[src/rtl/i2c_seq_pkg.sv]
// Shared definitions for the I2C command sequencer: state encoding, command
// field offsets and per-direction byte-count limits.
package i2c_seq_pkg;

   typedef enum logic [8:0] {
      S_IDLE      = 9'b0_0000_0001,
      S_LOAD      = 9'b0_0000_0010,
      S_WR_HI     = 9'b0_0000_0100,
      S_WAIT_RISE = 9'b0_0000_1000,
      S_WAIT_FALL = 9'b0_0001_0000,
      S_CAPTURE   = 9'b0_0010_0000,
      S_NEXT      = 9'b0_0100_0000,
      S_GAP       = 9'b0_1000_0000,
      S_DONE      = 9'b1_0000_0000
   } state_e;

   localparam int unsigned CMD_W    = 40;
   localparam int unsigned RES_W    = 16;
   localparam int unsigned ADDR_LSB = 32;
   localparam int unsigned NUM_LSB  = 24;
   localparam int unsigned D1_LSB   = 16;
   localparam int unsigned D2_LSB   = 8;
   localparam int unsigned D3_LSB   = 0;

   localparam logic [7:0] MAX_WR_NUM = 8'd3;
   localparam logic [7:0] MAX_RD_NUM = 8'd2;

   // A command may launch only when its byte count fits the direction's range.
   function automatic logic num_legal(input logic [7:0] num, input logic is_rd);
      return (num != 8'd0) && (num <= (is_rd ? MAX_RD_NUM : MAX_WR_NUM));
   endfunction

endpackage

[src/rtl/i2c_seq_table.sv]
// Command and result register arrays for the I2C sequencer, one write port
// and one combinational read port each; both cleared by reset.
module i2c_seq_table
   import i2c_seq_pkg::*;
#(
   parameter int unsigned DEPTH = 8,
   parameter int unsigned IDX_W = 3
) (
   input  logic             clk,
   input  logic             rst,
   input  logic             cmd_we_i,
   input  logic [IDX_W-1:0] cmd_widx_i,
   input  logic [CMD_W-1:0] cmd_wdata_i,
   input  logic [IDX_W-1:0] cmd_ridx_i,
   output logic [CMD_W-1:0] cmd_rdata_o,
   input  logic             res_we_i,
   input  logic [IDX_W-1:0] res_widx_i,
   input  logic [RES_W-1:0] res_wdata_i,
   input  logic [IDX_W-1:0] res_ridx_i,
   output logic [RES_W-1:0] res_rdata_o
);

   logic [CMD_W-1:0] cmd_q [DEPTH];
   logic [RES_W-1:0] res_q [DEPTH];

   always_ff @(posedge clk or negedge rst) begin
      if (!rst) begin
         for (int i = 0; i < int'(DEPTH); i++) begin
            cmd_q[i] <= '0;
            res_q[i] <= '0;
         end
      end else begin
         if (cmd_we_i) cmd_q[cmd_widx_i] <= cmd_wdata_i;
         if (res_we_i) res_q[res_widx_i] <= res_wdata_i;
      end
   end

   assign cmd_rdata_o = cmd_q[cmd_ridx_i];
   assign res_rdata_o = res_q[res_ridx_i];

endmodule

[src/rtl/i2c_cmd_seq.sv]
// Runs a host-loaded table of I2C transactions through the master's i2c_* port.
// Define I2C_CMD_SEQ_TIMEOUT_EN to bound the wait for i2c_busy to fall.
module i2c_cmd_seq
   import i2c_seq_pkg::*;
#(
   parameter int unsigned DEPTH       = 8,
   parameter int unsigned IDX_W       = 3,
   parameter int unsigned WR_HI_CYC   = 4,
   parameter int unsigned GAP_CYC     = 16,
   parameter int unsigned RISE_WAIT   = 8,
   parameter int unsigned TIMEOUT_CYC = 32'h000F_FFFF
) (
   input  logic             clk,
   input  logic             rst,
   input  logic             cfg_we,
   input  logic [IDX_W-1:0] cfg_idx,
   input  logic [CMD_W-1:0] cfg_data,
   input  logic             seq_start,
   input  logic [IDX_W:0]   seq_len,
   output logic             seq_busy,
   output logic             seq_done,
   output logic             seq_err,
   output logic [IDX_W-1:0] err_idx,
   input  logic [IDX_W-1:0] rd_idx,
   output logic [RES_W-1:0] rd_data,
   output logic             i2c_wr,
   output logic [7:0]       i2c_addr,
   output logic [7:0]       i2c_wrdata1,
   output logic [7:0]       i2c_wrdata2,
   output logic [7:0]       i2c_wrdata3,
   output logic [7:0]       i2c_data_num,
   input  logic             i2c_busy,
   input  logic [7:0]       i2c_rddata1,
   input  logic [7:0]       i2c_rddata2
);

   localparam int unsigned LEN_W   = IDX_W + 1;
   localparam int unsigned CNT_MAX = (GAP_CYC > WR_HI_CYC) ?
                                     ((GAP_CYC > RISE_WAIT) ? GAP_CYC : RISE_WAIT) :
                                     ((WR_HI_CYC > RISE_WAIT) ? WR_HI_CYC : RISE_WAIT);
   localparam int unsigned CNT_W   = $clog2(CNT_MAX + 1);

   if ((1 << IDX_W) != DEPTH) begin : g_bad_idx_w
      $error("IDX_W must equal log2(DEPTH)");
   end
   if ((TIMEOUT_CYC == 0) || (TIMEOUT_CYC > 32'h000F_FFFF)) begin : g_bad_timeout
      $error("TIMEOUT_CYC must fit a 20-bit counter");
   end

   state_e           state_q, state_d;
   logic [IDX_W-1:0] idx_q, idx_d;
   logic [LEN_W-1:0] len_q, len_d;
   logic [CNT_W-1:0] cnt_q, cnt_d;
   logic             busy_q, busy_d;
   logic             done_q, done_d;
   logic             err_q, err_d;
   logic [IDX_W-1:0] err_idx_q, err_idx_d;
   logic             wr_q, wr_d;
   logic [7:0]       addr_q, addr_d, num_q, num_d;
   logic [7:0]       d1_q, d1_d, d2_q, d2_d, d3_q, d3_d;
   logic             err_c, res_we_c, launch_ok_c, tbl_we_c;
   logic [CMD_W-1:0] cmd_c;

`ifdef I2C_CMD_SEQ_TIMEOUT_EN
   logic [19:0] to_cnt_q, to_cnt_d;
   // A master left busy by a timed-out command must settle before the next launch.
   assign launch_ok_c = !i2c_busy;
`else
   assign launch_ok_c = 1'b1;
`endif

   assign tbl_we_c = cfg_we && (state_q == S_IDLE);

   i2c_seq_table #(.DEPTH(DEPTH), .IDX_W(IDX_W)) u_table (
      .clk         (clk),
      .rst         (rst),
      .cmd_we_i    (tbl_we_c),
      .cmd_widx_i  (cfg_idx),
      .cmd_wdata_i (cfg_data),
      .cmd_ridx_i  (idx_q),
      .cmd_rdata_o (cmd_c),
      .res_we_i    (res_we_c),
      .res_widx_i  (idx_q),
      .res_wdata_i ({i2c_rddata2, i2c_rddata1}),
      .res_ridx_i  (rd_idx),
      .res_rdata_o (rd_data)
   );

   always_comb begin
      state_d   = state_q;
      idx_d     = idx_q;
      len_d     = len_q;
      cnt_d     = cnt_q;
      done_d    = 1'b0;
      err_d     = err_q;
      err_idx_d = err_idx_q;
      wr_d      = 1'b0;
      addr_d    = addr_q;
      num_d     = num_q;
      d1_d      = d1_q;
      d2_d      = d2_q;
      d3_d      = d3_q;
      err_c     = 1'b0;
      res_we_c  = 1'b0;
`ifdef I2C_CMD_SEQ_TIMEOUT_EN
      to_cnt_d  = to_cnt_q;
`endif
      case (state_q)
         S_IDLE: if (seq_start) begin
            err_d = 1'b0;
            idx_d = '0;
            if (seq_len == '0) begin
               state_d = S_DONE;
               done_d  = 1'b1;
            end else begin
               len_d   = (seq_len > LEN_W'(DEPTH)) ? LEN_W'(DEPTH) : seq_len;
               state_d = S_LOAD;
            end
         end
         S_LOAD: if (launch_ok_c) begin
            addr_d = cmd_c[ADDR_LSB +: 8];
            num_d  = cmd_c[NUM_LSB +: 8];
            d1_d   = cmd_c[D1_LSB +: 8];
            d2_d   = cmd_c[D2_LSB +: 8];
            d3_d   = cmd_c[D3_LSB +: 8];
            if (num_legal(cmd_c[NUM_LSB +: 8], cmd_c[ADDR_LSB])) begin
               state_d = S_WR_HI;
               wr_d    = 1'b1;
               cnt_d   = '0;
            end else begin
               err_c   = 1'b1;
               state_d = S_NEXT;
            end
         end
         S_WR_HI: begin
            if (cnt_q == CNT_W'(WR_HI_CYC - 1)) begin
               state_d = S_WAIT_RISE;
               cnt_d   = '0;
            end else begin
               wr_d  = 1'b1;
               cnt_d = cnt_q + CNT_W'(1);
            end
         end
         S_WAIT_RISE: begin
            if (i2c_busy) begin
               state_d = S_WAIT_FALL;
`ifdef I2C_CMD_SEQ_TIMEOUT_EN
               to_cnt_d = '0;
`endif
            end else if (cnt_q == CNT_W'(RISE_WAIT - 1)) begin
               err_c   = 1'b1;
               state_d = S_NEXT;
            end else begin
               cnt_d = cnt_q + CNT_W'(1);
            end
         end
         S_WAIT_FALL: begin
            if (!i2c_busy) begin
               state_d = S_CAPTURE;
            end
`ifdef I2C_CMD_SEQ_TIMEOUT_EN
            else if (to_cnt_q == 20'(TIMEOUT_CYC - 1)) begin
               err_c   = 1'b1;
               state_d = S_NEXT;
            end else begin
               to_cnt_d = to_cnt_q + 20'd1;
            end
`endif
         end
         S_CAPTURE: begin
            res_we_c = addr_q[0];
            state_d  = S_NEXT;
         end
         S_NEXT: begin
            if (({1'b0, idx_q} + LEN_W'(1)) == len_q) begin
               state_d = S_DONE;
               done_d  = 1'b1;
            end else begin
               idx_d   = idx_q + IDX_W'(1);
               cnt_d   = '0;
               state_d = S_GAP;
            end
         end
         S_GAP: begin
            if (cnt_q == CNT_W'(GAP_CYC - 1)) state_d = S_LOAD;
            else                              cnt_d   = cnt_q + CNT_W'(1);
         end
         S_DONE:  state_d = S_IDLE;
         default: state_d = S_IDLE;
      endcase
      // Only the first failing entry of a run is recorded.
      if (err_c) begin
         err_d = 1'b1;
         if (!err_q) err_idx_d = idx_q;
      end
      busy_d = (state_d != S_IDLE);
   end

   always_ff @(posedge clk or negedge rst) begin
      if (!rst) begin
         state_q   <= S_IDLE;
         idx_q     <= '0;
         len_q     <= '0;
         cnt_q     <= '0;
         busy_q    <= 1'b0;
         done_q    <= 1'b0;
         err_q     <= 1'b0;
         err_idx_q <= '0;
         wr_q      <= 1'b0;
         addr_q    <= '0;
         num_q     <= '0;
         d1_q      <= '0;
         d2_q      <= '0;
         d3_q      <= '0;
`ifdef I2C_CMD_SEQ_TIMEOUT_EN
         to_cnt_q  <= '0;
`endif
      end else begin
         state_q   <= state_d;
         idx_q     <= idx_d;
         len_q     <= len_d;
         cnt_q     <= cnt_d;
         busy_q    <= busy_d;
         done_q    <= done_d;
         err_q     <= err_d;
         err_idx_q <= err_idx_d;
         wr_q      <= wr_d;
         addr_q    <= addr_d;
         num_q     <= num_d;
         d1_q      <= d1_d;
         d2_q      <= d2_d;
         d3_q      <= d3_d;
`ifdef I2C_CMD_SEQ_TIMEOUT_EN
         to_cnt_q  <= to_cnt_d;
`endif
      end
   end

   assign seq_busy     = busy_q;
   assign seq_done     = done_q;
   assign seq_err      = err_q;
   assign err_idx      = err_idx_q;
   assign i2c_wr       = wr_q;
   assign i2c_addr     = addr_q;
   assign i2c_data_num = num_q;
   assign i2c_wrdata1  = d1_q;
   assign i2c_wrdata2  = d2_q;
   assign i2c_wrdata3  = d3_q;

endmodule
[config.mk]
export PLATFORM = sky130hd
export DESIGN_NAME = i2c_cmd_seq
export DESIGN_NICKNAME = d
export VERILOG_FILES = /design/src/rtl/i2c_seq_pkg.sv /design/src/rtl/i2c_seq_table.sv /design/src/rtl/i2c_cmd_seq.sv
export SDC_FILE = /design/constraint.sdc
export NUM_CORES = 1
export LEC_CHECK = 0
export CAP_MARGIN = 10
export CORE_MARGIN = 5
export CORE_UTILIZATION = 55
export DETAILED_ROUTE_END_ITERATION = 12
export GPL_ROUTABILITY_DRIVEN = 0
export PLACE_DENSITY = 0.74
export REMOVE_ABC_BUFFERS = 1
export SLEW_MARGIN = 5
export SYNTH_ARGS = -nofsm -noshare
export SYNTH_HDL_FRONTEND = slang
export SYNTH_HIERARCHICAL = 1
export SYNTH_SLANG_ARGS = --single-unit
export TNS_END_PERCENT = 50
[constraint.sdc]
create_clock -name clk -period 6.5 [get_ports clk]
set_clock_uncertainty 0.15 [all_clocks]
set_input_delay 0.975 -clock clk [delete_from_list [all_inputs] [get_ports clk]]
set_output_delay 0.975 -clock clk [all_outputs]
set_load 0.02 [all_outputs]
==> flow_summary_export.csv, run 1 <==
group,metric,value,unit
grt,busiest_layer,"met2",
timing,worst_slew_pin_slew,1170,ps
timing,maxSlewViolCount,0,
clocking,clock-root-buffer,"clkbuf_16",
timing,tns,0,ps
synthesis,synthDominantCellAreaShare,0.549,
grt,grtUsageMet2,0.359,
clocking,cts_resized,0,
final_layout,final_cell_mix,"531 x mux2_2, 512 x dfrtp_1, 131 x clkdlybuf4s50_1, 72 x mux4_1, 55 x clkbuf_16",
synthesis,synth-compound-area-share,0.0152,
final_layout,area_growth_syn_to_layout,15.5,%
clocking,h-tree-depth,2,
grt,antenna_found_initial,7,
synthesis,ys.flop_type,"dfrtp_1",
power,clkPwrFrac,0.294,
critical_path,r2r_slack,2120,ps
synthesis,synth_warnings,6,
power,p_per_area,406,nW/um2
routing,vias,12800,
clocking,cts.sinks,516,
synthesis,syn_area,23500,um2
routing,wire_per_inst,23.2,um
clocking,clk-insertion-delay-late,600,ps
critical_path,r2r_cells,9,
timing,fmax,228,MHz
power,p_sw,2.89,mW
critical_path,crit_fanout,32,
timing,maxSlewHeadroom,0.219,
final_layout,fin_cells,2114,
routing,viasPerCell,6.03,
final_layout,drive_gt1_frac,0.454,
synthesis,synth_mux_area_frac,0.381,
timing,min_period,4390,ps
clocking,holdBufCountCts,0,
synthesis,ys_seq_elements,516,
final_layout,fill_cells,2983,
critical_path,arrival,3260,ps
timing,rsz0062_at_grt,"false",
routing,drt_iter0_markers,699,
placement,dp_cells,2013,
power,p_sw_frac,0.262,
final_layout,final_common_cell,"mux2_2",
synthesis,netlist_instances,1407,
clocking,clk_path_buf_depth,3,
critical_path,crit_slowest_cell,"buf_2",
flow_run,cap_violations,0,
timing,fin_crit_sh,0.675,
synthesis,synthTopCellsByArea,"dfrtp_1 55%, mux2_2 25%, mux4_1 8.1%, mux4_2 3.8%, buf_2 0.96%",
critical_path,r2r-end,"cnt_q[1]$_DFFE_PN0P_",
timing,finalSetupViolCount,0,
min_path,hp-class,"in -> async",
grt,grtUsageMet1,0.284,
synthesis,ys_types,63,
synthesis,yosys.area_share.simple,0.0259,
run_status,status,"finished, final reports clean",
clocking,cts_setup_buffers,0,
grt,grt_pass1_wl,79000,um
critical_path,critical_path_class,"in -> out",
clocking,cts.clk_slew.worst_paths,60,ps
power,p_leak,11.9,nW
final_layout,nNetsFinal,1605,
final_layout,ff_latch_area,12900,um2
power,peakVddDrop,0.276,mV
floorplanning,rows,75,
placement,placed_cell_area,25200,um2
floorplanning,die_width,217,um
final_layout,multi_input_area,10100,um2
synthesis,synth-edff-count,0,
grt,grt.total_usage,0.212,
critical_path,path_cells,"buf_2 -> mux4_2 -> mux2_2 -> clkdlybuf4s50_1",
placement,dp_hpwl,27800,um
critical_path,crit_path_start_kind,"primary input",
floorplanning,dieArea,46900,um2
timing,hold_violations,0,
clocking,cts_buffers,54,
floorplanning,io_pins,134,
synthesis,synth_top_family_by_area,"multiplexers",
synthesis,yosys.area.top_type,"dfrtp_1",
synthesis,synth_xor_area_frac,0.00224,
synthesis,async_reset_ff_frac,1.00,
synthesis,synth_fa_ha_area_frac,0.00213,
synthesis,avgSynthCellArea,16.7,um2
grt,grt_overflow,0,
critical_path,cp-end-kind,"output port",
floorplanning,start_util,0.557,
grt,grt_max_degree,164,
critical_path,r2r_start,"idx_q[0]$_DFFE_PN0P_",
routing,drc,0,
final_layout,stdcell_area,27100,um2
critical_path,cpPeakStageDelay,800,ps
grt,grt_pass1_vias,14000,
power,internal-power,8.11,mW
power,seqPwrFrac,0.452,
routing,ant_nets,0,
placement,io_buffer_count,133,
floorplanning,core-area,42100,um2
floorplanning,chipHeight,217,um
critical_path,critical_path_required,5370,ps
routing,drt_wl_total,49100,um
clocking,tritoncts,"yes",
routing,dr.pass1.iters,4,
power,p_comb_frac,0.254,
synthesis,ys_seq_area_frac,0.550,
grt,grtUsageMet3,0.0413,
## registers in the layout, indices dropped and copies added (netlist names), 3 cells and up
register and cells:
err_idx 3, i2c_data_num 8, len_q 4, i2c_wrdata2 8
u_table/cmd_q 320, i2c_addr 8, i2c_wrdata3 8, state_q 9
i2c_wrdata1 8, idx_q 3, u_table/res_q 128, cnt_q 5
## cells by family after synthesis
family | count (synthesis)
buf+inv | 96
simple gates | 81
compound gates | 45
flops | 516
fa+ha+maj | 4
xor+xnor | 6
mux | 659
## worst max-delay path, delay by kind of cell
kind / cells / cell delay (ps)
buffers and inverters: 2 / 1350
multiplexers: 2 / 910
## synthesized netlist by cell type, types with 2 or more instances
| master | number |
|---|---|
| mux2_2 | 531 |
| dfrtp_1 | 515 |
| mux4_1 | 72 |
| buf_2 | 45 |
| mux4_2 | 40 |
| clkbuf_1 | 16 |
| mux2_1 | 16 |
| buf_6 | 15 |
| nand2_1 | 10 |
| nor2_1 | 10 |
| o21ai_0 | 9 |
| inv_1 | 8 |
| buf_1 | 7 |
| o31ai_1 | 6 |
| buf_4 | 5 |
| nor2b_1 | 5 |
| or2_2 | 5 |
| a22o_1 | 4 |
| ha_1 | 4 |
| nand3_1 | 4 |
| nor3_1 | 4 |
| nor4bb_1 | 4 |
| o22ai_1 | 4 |
| xnor2_1 | 4 |
| a21oi_1 | 3 |
| and2_1 | 3 |
| and4bb_2 | 3 |
| nand3b_1 | 3 |
| nand4b_1 | 3 |
| nand4b_2 | 3 |
| nor4_1 | 3 |
| a21o_1 | 2 |
| and2b_1 | 2 |
| nor2_2 | 2 |
| nor4b_1 | 2 |
| o211ai_1 | 2 |
| o21a_1 | 2 |
| o21bai_1 | 2 |
| o41ai_2 | 2 |
| or4_1 | 2 |
| or4b_4 | 2 |
| xor2_1 | 2 |
## stage by stage
stage / setup WS (ps) / util / hold slack (ps) / total power, mW
2_1_floorplan: 1210 / - / 299 / 6.87
3_3_place_gp: 2100 / 0.599 / 309 / 7.67
3_5_place_dp: 2060 / 0.599 / 316 / 7.85
4_1_cts: 2050 / 0.643 / 280 / 11.1
5_1_grt: 1920 / 0.643 / 327 / 11.6
6_report: 2110 / 0.644 / 263 / 11.0
## cell type report
class                           count  share of cell area
Antenna cell                        5            0.000461
Tap cell                          539              0.0249
Inverter                            8             0.00111
Sequential cell                   516               0.476
Clock inverter                     16              0.0101
Multi-Input combinational cell    795               0.371
Clock buffer                       80              0.0594
Timing Repair Buffer              155              0.0561
## routing by layer
| layer | up-vias | share of wire |
|---|---|---|
| met2 | 203 | 0.50 |
| met3 | 70 | 0.042 |
| met5 | - | 0.00045 |
| met1 | 6840 | 0.43 |
| li1 | 5633 | - |
| met4 | 4 | 0.020 |
## power groups by stage
stage	sequential [mW]	combinational (mW)	clock, mW
after floorplan	4.96	1.91	0
after global placement	4.94	2.73	0
after detailed placement	5.02	2.83	0
after CTS	4.98	2.84	3.32
after global routing	5.11	3.05	3.45
final	4.97	2.80	3.23
## worst max-delay path by stage
stage	from	to	slack, ps
2_1_floorplan	idx_q[0]$_DFFE_PN0P_	cnt_q[1]$_DFFE_PN0P_	1210
3_3_place_gp	rd_idx[0]	rd_data[3]	2100
3_5_place_dp	rd_idx[0]	rd_data[3]	2060
4_1_cts	rd_idx[0]	rd_data[3]	2050
5_1_grt	rd_idx[0]	rd_data[3]	1920
6_report	rd_idx[0]	rd_data[3]	2110
Note: power is estimated with default switching activity, not from simulation.
==> inputs of run 2 (changes only) <==
==> constraint.sdc (replaced) <==
create_clock -name clk -period 4.4 [get_ports clk]
set_clock_uncertainty 0.15 [all_clocks]
set_input_delay 0.66 -clock clk [delete_from_list [all_inputs] [get_ports clk]]
set_output_delay 0.66 -clock clk [all_outputs]
set_load 0.02 [all_outputs]
==> run 2 against run 1 <==
Clock-buffer cell count increased by 5. Die area unchanged. Clock power increased by 44%. Power increased by 47%. Sequential cell count unchanged. Wire length increased by 0.30%. Critical path depth increased by 3. Non-clock buffer count increased by 17. Critical path type is now reg -> reg. Critical endpoint is now cnt_q[4]$_DFFE_PN0P_. Largest cell class unchanged. Largest power group unchanged.
==> flow_summary_export.csv, run 2 (same netlist as run 1, synthesis figures left out) <==
group,metric,value,unit
final_layout,nNetsFinal,1622,
critical_path,crit_path_start_kind,"register",
clocking,tritoncts,"yes",
final_layout,final_cell_mix,"531 x mux2_2, 512 x dfrtp_1, 131 x clkdlybuf4s50_1, 72 x mux4_1, 55 x clkbuf_16",
grt,grt_overflow,0,
floorplanning,dieArea,46900,um2
placement,dp_slack,669,ps
routing,dr.pass1.iters,6,
clocking,clk_path_buf_depth,3,
critical_path,critical_path_class,"reg -> reg",
placement,placed_cell_area,25400,um2
grt,grt_max_degree,105,
critical_path,arrival,4070,ps
timing,layout_setup_ws,658,ps
routing,drt_wl_total,49200,um
timing,tns,0,ps
routing,drc,0,
timing,worst_slew_pin_slew,909,ps
final_layout,largest_register_ffs,320,
placement,dp_hpwl,28800,um
final_layout,stdcell_area,27300,um2
clocking,clk-insertion-delay-late,590,ps
grt,grt.total_usage,0.216,
power,seqPwrFrac,0.454,
routing,viasPerCell,6.00,
final_layout,drive_gt1_frac,0.460,
flow_run,cap_violations,0,
power,peakVddDrop,0.411,mV
timing,maxSlewViolCount,0,
floorplanning,io_pins,134,
routing,wire_per_inst,23.1,um
timing,min_period,3740,ps
placement,io_buffer_count,133,
floorplanning,core-area,42100,um2
floorplanning,die_width,217,um
power,p_sw_frac,0.265,
timing,hold_violations,0,
timing,fin_crit_sh,0.850,
routing,vias,12800,
final_layout,regMostFlops,"u_table/cmd_q",
clocking,cts_buffers,54,
routing,drt_iter0_markers,650,
timing,maxSlewHeadroom,0.394,
placement,dp_cells,2029,
clocking,h-tree-depth,2,
power,p_comb_frac,0.257,
routing,ant_nets,0,
run_status,status,"finished, final reports clean",
final_layout,largestRegisters,"u_table/cmd_q (320), u_table/res_q (128), state_q (9)",
grt,antenna_found_initial,6,
timing,rsz0062_at_grt,"false",
final_layout,area_growth_syn_to_layout,16.1,%
critical_path,crit_fanout,37,
clocking,cts.clk_slew.worst_paths,60,ps
floorplanning,rows,75,
power,internal-power,11.9,mW
grt,grt_pass1_wl,80600,um
final_layout,final_common_cell,"mux2_2",
timing,finalSetupViolCount,0,
power,p_leak,11.9,nW
final_layout,fill_cells,2963,
power,p_per_area,592,nW/um2
min_path,hp-class,"reg -> reg",
clocking,cts_resized,0,
power,p_sw,4.27,mW
critical_path,critical_path_required,4720,ps
floorplanning,chipHeight,217,um
timing,fmax,267,MHz
floorplanning,start_util,0.557,
power,power,16.1,mW
critical_path,cp-end-kind,"register",
power,clkPwrFrac,0.289,
clocking,cts.sinks,516,
clocking,clock-root-buffer,"clkbuf_16",
final_layout,fin_cells,2132,
grt,grt_pass1_vias,14200,
run 2: power groups by stage:
stage	sequential [mW]	clock, mW	combinational (mW)
after global routing	7.54	4.99	4.52
final	7.33	4.66	4.15
after CTS	7.33	4.77	4.22
after detailed placement	7.40	0	4.20
after floorplan	7.33	0	2.82
after global placement	7.29	0	4.06
run 2: area by class of cell:
cell class,count,area [um2],share of cell area
diodes,5,12.5,0.000459
clock buffers,85,1690,0.0620
clock inverters,12,158,0.00578
inverters,8,30.0,0.00110
multi-input cells,795,10100,0.370
flip-flops and latches,516,12900,0.474
well taps,539,674,0.0247
repair buffers,172,1700,0.0624
run 2: final timing paths:
path                                           startpoint                        endpoint  slack, ps  depth (start not counted)
setup / recovery                     idx_q[0]$_DFFE_PN0P_            cnt_q[4]$_DFFE_PN0P_        660                          7
hold / removal             u_table/cmd_q[249]$_DFFE_PN0P_  u_table/cmd_q[249]$_DFFE_PN0P_        330                          1
setup reg to reg                     idx_q[0]$_DFFE_PN0P_            cnt_q[4]$_DFFE_PN0P_        660                          7
hold reg to reg            u_table/cmd_q[249]$_DFFE_PN0P_  u_table/cmd_q[249]$_DFFE_PN0P_        330                          1
max in group asynchronous                             rst   u_table/res_q[33]$_DFFE_PN0P_       2480                          3
min in group asynchronous                             rst                i2c_wr$_DFF_PN0_        570                          2
run 2: repair_timing:
action,4_1_cts,5_1_grt
hold buffers,1,0
buffers inserted,0,0
endpoints found under the hold margin,14,0
run 2: critical path, stage by stage (launching register included):
cell,delay (ps)
dfrtp_4,850
buf_4,450
mux4_1,590
mux2_2,340
a2111oi_4,380
nor2_1,120
or2_1,340
mux2_1,340
run 2: metal layers:
metal,vias up,global-route usage,part of all wire
met1,6823,0.287,0.44
met3,85,0.0380,0.038
li1,5668,-,-
met2,218,0.370,0.50
met5,-,0,0.00055
met4,4,0.0615,0.024
run 2: through the flow:
stage                     hold slack (ps)   util
after detailed placement              318  0.603
after global placement                309  0.603
after CTS                             331  0.647
after global routing                  342  0.647
final                                 329  0.647
after floorplan                       214      -
